==> src/rtl/alu_uart_interface.sv <==
// Byte-serial command sequencer between a UART RX/TX pair and the ALU load port.
// Optional ALU_IF_FLAGS_EN: after the result byte, also transmit {0..0,carry,zero}.
module alu_uart_interface #(
    parameter int unsigned NB_DATA = 8
) (
    input  logic               i_clk,
    input  logic               i_reset,
    input  logic [NB_DATA-1:0] i_rx_data,
    input  logic               i_rx_done,
    input  logic [NB_DATA-1:0] i_alu_result,
    input  logic               i_alu_carry,
    input  logic               i_alu_zero,
    input  logic               i_tx_done,
    output logic [NB_DATA-1:0] o_alu_data,
    output logic               o_alu_enable_1,
    output logic               o_alu_enable_2,
    output logic               o_alu_enable_3,
    output logic [NB_DATA-1:0] o_tx_data,
    output logic               o_tx_start,
    output logic               o_busy
);

    typedef enum logic [2:0] {
        GET_A,
        GET_B,
        GET_OP,
        EXEC,
        CAPTURE,
        WAIT_RES
`ifdef ALU_IF_FLAGS_EN
        ,
        SEND_FLG,
        WAIT_FLG
`endif
    } state_t;

    state_t             state, state_next;
    logic [NB_DATA-1:0] alu_data_next;
    logic               enable_1_next, enable_2_next, enable_3_next;
    logic [NB_DATA-1:0] tx_data_next;
    logic               tx_start_next;
    logic               busy_next;

`ifdef ALU_IF_FLAGS_EN
    logic [1:0] flags, flags_next;
`else
    logic unused_flags;
    assign unused_flags = i_alu_carry ^ i_alu_zero;
`endif

    // State and registered outputs
    always_ff @(posedge i_clk or posedge i_reset) begin
        if (i_reset) begin
            state          <= GET_A;
            o_alu_data     <= '0;
            o_alu_enable_1 <= 1'b0;
            o_alu_enable_2 <= 1'b0;
            o_alu_enable_3 <= 1'b0;
            o_tx_data      <= '0;
            o_tx_start     <= 1'b0;
            o_busy         <= 1'b0;
`ifdef ALU_IF_FLAGS_EN
            flags          <= '0;
`endif
        end else begin
            state          <= state_next;
            o_alu_data     <= alu_data_next;
            o_alu_enable_1 <= enable_1_next;
            o_alu_enable_2 <= enable_2_next;
            o_alu_enable_3 <= enable_3_next;
            o_tx_data      <= tx_data_next;
            o_tx_start     <= tx_start_next;
            o_busy         <= busy_next;
`ifdef ALU_IF_FLAGS_EN
            flags          <= flags_next;
`endif
        end
    end

    // Next-state and next-output logic
    always_comb begin
        state_next    = state;
        alu_data_next = o_alu_data;
        enable_1_next = 1'b0;
        enable_2_next = 1'b0;
        enable_3_next = 1'b0;
        tx_data_next  = o_tx_data;
        tx_start_next = 1'b0;
`ifdef ALU_IF_FLAGS_EN
        flags_next    = flags;
`endif
        case (state)
            GET_A: if (i_rx_done) begin
                alu_data_next = i_rx_data;
                enable_1_next = 1'b1;
                state_next    = GET_B;
            end
            GET_B: if (i_rx_done) begin
                alu_data_next = i_rx_data;
                enable_2_next = 1'b1;
                state_next    = GET_OP;
            end
            GET_OP: if (i_rx_done) begin
                alu_data_next = i_rx_data;
                enable_3_next = 1'b1;
                state_next    = EXEC;
            end
            // ALU latches the opcode at the end of this cycle
            EXEC: state_next = CAPTURE;
            CAPTURE: begin
                tx_data_next  = i_alu_result;
                tx_start_next = 1'b1;
`ifdef ALU_IF_FLAGS_EN
                flags_next    = {i_alu_carry, i_alu_zero};
`endif
                state_next    = WAIT_RES;
            end
            WAIT_RES: if (i_tx_done) begin
`ifdef ALU_IF_FLAGS_EN
                state_next = SEND_FLG;
`else
                state_next = GET_A;
`endif
            end
`ifdef ALU_IF_FLAGS_EN
            SEND_FLG: begin
                tx_data_next  = NB_DATA'(flags);
                tx_start_next = 1'b1;
                state_next    = WAIT_FLG;
            end
            WAIT_FLG: if (i_tx_done) state_next = GET_A;
`endif
            default: state_next = GET_A;
        endcase
        busy_next = !(state_next == GET_A || state_next == GET_B || state_next == GET_OP);
    end

endmodule
==> config.mk <==
export PLATFORM = sky130hd
export DESIGN_NAME = alu_uart_interface
export DESIGN_NICKNAME = d
export VERILOG_FILES = /design/src/rtl/alu_uart_interface.sv
export SDC_FILE = /design/constraint.sdc
export NUM_CORES = 1
export LEC_CHECK = 0
export ABC_AREA = 1
export CAP_MARGIN = 30
export CORE_UTILIZATION = 40
export DETAILED_ROUTE_END_ITERATION = 8
export MAX_ROUTING_LAYER = met4
export PLACE_DENSITY = 0.89
export SYNTH_ARGS = -nofsm -noshare
export SYNTH_HDL_FRONTEND = slang
export SYNTH_SLANG_ARGS = --single-unit
==> constraint.sdc <==
create_clock -name i_clk -period 2.5 [get_ports i_clk]
set_input_delay 0.5 -clock i_clk [delete_from_list [all_inputs] [get_ports i_clk]]
set_output_delay 0.5 -clock i_clk [all_outputs]
set_load 0.02 [all_outputs]
# After elaboration in Yosys (flattened, before gate mapping)
# Index checks and enable logic that the tools add are counted.
# Widths: inputs -> output; s select.
[word_totals] ff_bits=24 elab_cells=32 inputBits=22 output_inout_bits=21
[op_classes] muxes=10 eq_ne=7 n_reduce_logical=7
[ops] op="$pmux 3 s6" n=1
[ops] op="$mux 3" n=4
[ops] op="$eq 3x2->1 const B" n=3
[ops] op="$eq 3x1->1 const B" n=2
[ops] op="$eq 3x3->1 const B" n=2
[ops] op="$logic_not 3->1" n=2
[ops] op="$mux 1" n=5
[ops] op="$reduce_or 3->1" n=1
[ops] op="$logic_or 1x1->1" n=2
[ops] op="$reduce_and 2->1" n=1
[ops] op="$logic_not 1->1" n=1

# Longest topological paths before layout
[depth] word_depth=6 ltp_mapped=5 depth_no_buf=5

# Worst setup path before layout
# Ideal clock, no wire load.
[synth_timing] path_kind="reg-to-reg" startpoint="reg state[2]" endpoint="reg o_alu_data[0]" arrival_time_ps=844 period_less_slack_ps=961 setup_ps=117 path_buffers=1 path_stages_with_launch=6 required_ps=2383 slack_ps=1539 cell_sequence="dfrtp_1 buf_6 a21oi_2 nand2_2 nand2_1 nand2_1"
[synth_via] elab_chain_cells=3 word_cells_on_any_way=5 cone_classes="2 x eq/ne; 3 x reduce/logical"
[synth_lines] element="start: declaration" line="37" source="state_t state, state_next;"
[synth_lines] element="start signal: assignment" line="66" source="state <= state_next;"
[synth_lines] element="$eq 3x2->1 (tied with other cells)" line="92" source="case (state)"
[synth_lines] element="$reduce_or 3->1 (no source line) (*)"
[synth_lines] element="$reduce_and 2->1 (no source line) (*)"
[synth_lines] element="end signal: assignment" line="67" source="o_alu_data <= alu_data_next;"
[synth_lines] element="end: declaration" line="14" source="output logic [NB_DATA-1:0] o_alu_data,"
# Every way passes the cells marked *; elsewhere a longest branch is shown, timed or not.
# A chain may end at the register's enable or synchronous reset.

# Final worst setup path
[layout_timing] startpoint="reg o_tx_data[2]" endpoint="out o_tx_data[2]"
[layout_lines] element="start: declaration" line="18" source="output logic [NB_DATA-1:0] o_tx_data,"
[layout_lines] element="start signal: assignment" line="71" source="o_tx_data <= tx_data_next;"
# No word-level cell between the ends.

==> results.md <==
* CTS clk-pin slew, worst paths at 0.13 ns
* Post-route ant nets at 0
* Skew-Pair Late Insertion Delay at between 0.3 and 0.4 ns
* CTS tree: built
* Root Buffer: clkbuf_4
* Post-Layout Inst Area at 0.00142 mm²
* DRC Markers at 0
* DP HPWL at 1500 µm
* Max clock buf depth at 2
* Worst path max stage delay at about 0.63 ns
* CTS Hold Bufs at 0
* Reg2reg start: state[2]$_DFF_PP0_
* Commonest non-fill, non-tap cell in the layout: nand2_1
* Critical path class: flip-flop to output pin
* DR vias/cell at 4.72
* ANT cells at 0
* Final Skew at 0.00739 ns
* Total negative slack at 0 ns
* Yosys cell types at 17
* Post-placement cell count at 165
* Crit Path Max Fanout at 2
* Non-filler cells, final at 169
* DP Area at 0.00136 mm²
* Switching power share of the total at 0.393
* Placer Congestion at ~0.69
* CP cell instances: clkdlybuf4s50_1
* Final setup viols at 0
* Slew @ Worst Pin at 0.855 ns
* Htree depth at 1
* Core ar. at 0.00223 mm²
* CP Launch Type: flip-flop
* EDFF count, synth at 0
* Post-Route WL at between 2000 and 2500 µm
* Layout area overhead at 47.3%
* Worst hold start: o_alu_data[4]$_DFFE_PP0P_
* Internal Pwr Total at 1.12 mW
* PwrDens at 1300 mW/mm²
* PortBufs at 40
* Worst path depth at 1
* Initial Util at 0.430
* Via count at 798
* Normalized max-slew margin at 0.429
* Vias in the first global route at 826
* Top cell family by delay on the critical path: buffers and inverters
* Switching pwr at 724 µW
* Total power at 1.84 mW
* Mapped cell area at 961 µm²
* Wire per inst at 11.9 µm
* Worst r2r dst: o_alu_data[7]$_DFFE_PP0P_
* Power share of the sequential group at 0.378
* CTS buffer count at 3
* Layout cells sized above 1 at 0.0780
* Die area at 0.00260 mm²
* Total GRT Usage at 0.181
* Initial drt markers at 8
* Crit-path slowest cell: clkdlybuf4s50_1
* Nets at 164
* Primary FF master, synth: dfrtp_1
* Max-cap violation count at 0
* CP arrival at 1.32 ns
* Worst setup EP type: output pin
* First-pass GRT wire length at 3470 µm
* # clock sinks at 24
* Synthesized netlist cell count at 100
* CP bufs+invs at 1
* RSZ-0062 raised after global routing: false
* Area occupied by multi-input gates at between 300 and 400 µm²
* Die Y-Extent at 51.0 µm
* Register-to-Register Path Depth at 4
* Leak at 0.697 nW
* Final Slew Violations at 0
* DR pass1 iterations at 4
* Hold Violations, Final at 0
* Maximum VDD drop at ~660 µV
* Register area at 601 µm²
* Synthesized area per cell at 9.61 µm²
* Sequential-to-total area share from yosys stat at 0.625
* Die W at just over 50 µm
* Worst Hold Path Cells at 2
* Largest net degree at the start of global routing at 25
* Pre-CTS setup slack at 0.758 ns
* Yosys reg bits at 24
* Num ports at 43
* Post-CTS setup repair buffer count at 0
* Hold crit path type: flip-flop to flip-flop
* Sink of the worst hold path: o_alu_data[4]$_DFFE_PP0P_
* Fill count at 190
* Grt ovf at 0
* Antenna violations before repair at 0
* Final worst-path cycle share at 0.729
* Net Count, Synth at between 100 and 150
* Fmax at between 500 and 600 MHz
* PnR worst setup slack at ~0.68 ns
* Worst R2R Setup Slack at 1.06 ns
* Comb power frac at 0.475
* Yosys warning count at 0
* Minimum clock period at 1.82 ns
* Clock power frac at 0.147
* Outcome: complete, no violations
* Row cnt at 17
* Ys async rst share at 1.00
* WP data required at 2.00 ns
* Most frequent cells in the layout: nand2_1 (43), clkdlybuf4s50_1 (40), dfrtp_1 (24)
* Resized Gates After CTS at 0
[cell type report]
class,count,share of cell area
Tap cell,28,0.0248
Multi-Input combinational cell,67,0.213
Inverter,6,0.0177
Sequential cell,24,0.424
Clock inverter,1,0.0212
Timing Repair Buffer,40,0.283
Clock buffer,3,0.0159
[logic make-up (layout without fill, tap and decap cells)]
kind of cell | Yosys count | count (layout) | share of synthesized area
buf+inv | 9 | 50 | 0.0612
compound gates | 5 | 5 | 0.0339
simple gates | 62 | 62 | 0.280
flops | 24 | 24 | 0.625
[registers in the layout, summed over array words and instances, names as in the netlist]
register        cells
o_alu_data          8
o_alu_enable_2      1
o_alu_enable_1      1
o_alu_enable_3      1
state               3
o_tx_data           8
o_tx_start          1
o_busy              1
[metrics by stage]
step / hold slack [ns] / utilization
2_1_floorplan: 0.515 / -
3_3_place_gp: 0.458 / 0.610
3_5_place_dp: 0.463 / 0.610
4_1_cts: 0.498 / 0.634
5_1_grt: 0.515 / 0.634
6_report: 0.493 / 0.634
[power groups by stage]
stage / Clock (mW) / Sequential (mW) / Combinational [mW]
after floorplan: 0 / 0.857 / 0.346
after global placement: 0 / 0.687 / 0.856
after detailed placement: 0 / 0.698 / 0.883
after CTS: 0.280 / 0.694 / 0.886
after global routing: 0.295 / 0.717 / 0.966
final: 0.271 / 0.695 / 0.875
[synth_stat cells (2+ instances only)]
master   number  area [µm²]
buf_6         3        33.8
inv_1         5        18.8
nand2_1      43         161
o21ai_0       2        10.0
dfrtp_1      24         601
nor2_1        3        11.3
nand3_1      10        50.1
[worst max-delay path by stage]
| stage | slack (ns) | from | endpoint |
|---|---|---|---|
| after floorplan | 1.54 | i_reset | o_alu_data[0]$_DFFE_PP0P_ |
| after CTS | 0.67 | o_tx_data[2]$_DFFE_PP0N_ | o_tx_data[2] |
| final | 0.68 | o_tx_data[2]$_DFFE_PP0N_ | o_tx_data[2] |
| after detailed placement | 0.76 | i_rx_done | o_alu_data[2]$_DFFE_PP0P_ |
| after global placement | 0.79 | i_rx_done | o_alu_data[4]$_DFFE_PP0P_ |
| after global routing | 0.62 | o_tx_data[2]$_DFFE_PP0N_ | o_tx_data[2] |
[per-layer routing]
metal  GRT usage  up-vias  share of wire
met5           -        -              0
met4      0.0278        0              0
met3      0.0387        0          0.088
met2       0.320       34           0.50
met1       0.216      368           0.41
li1            -      396              -
No activity file was read; power rests on OpenSTA's default activity.
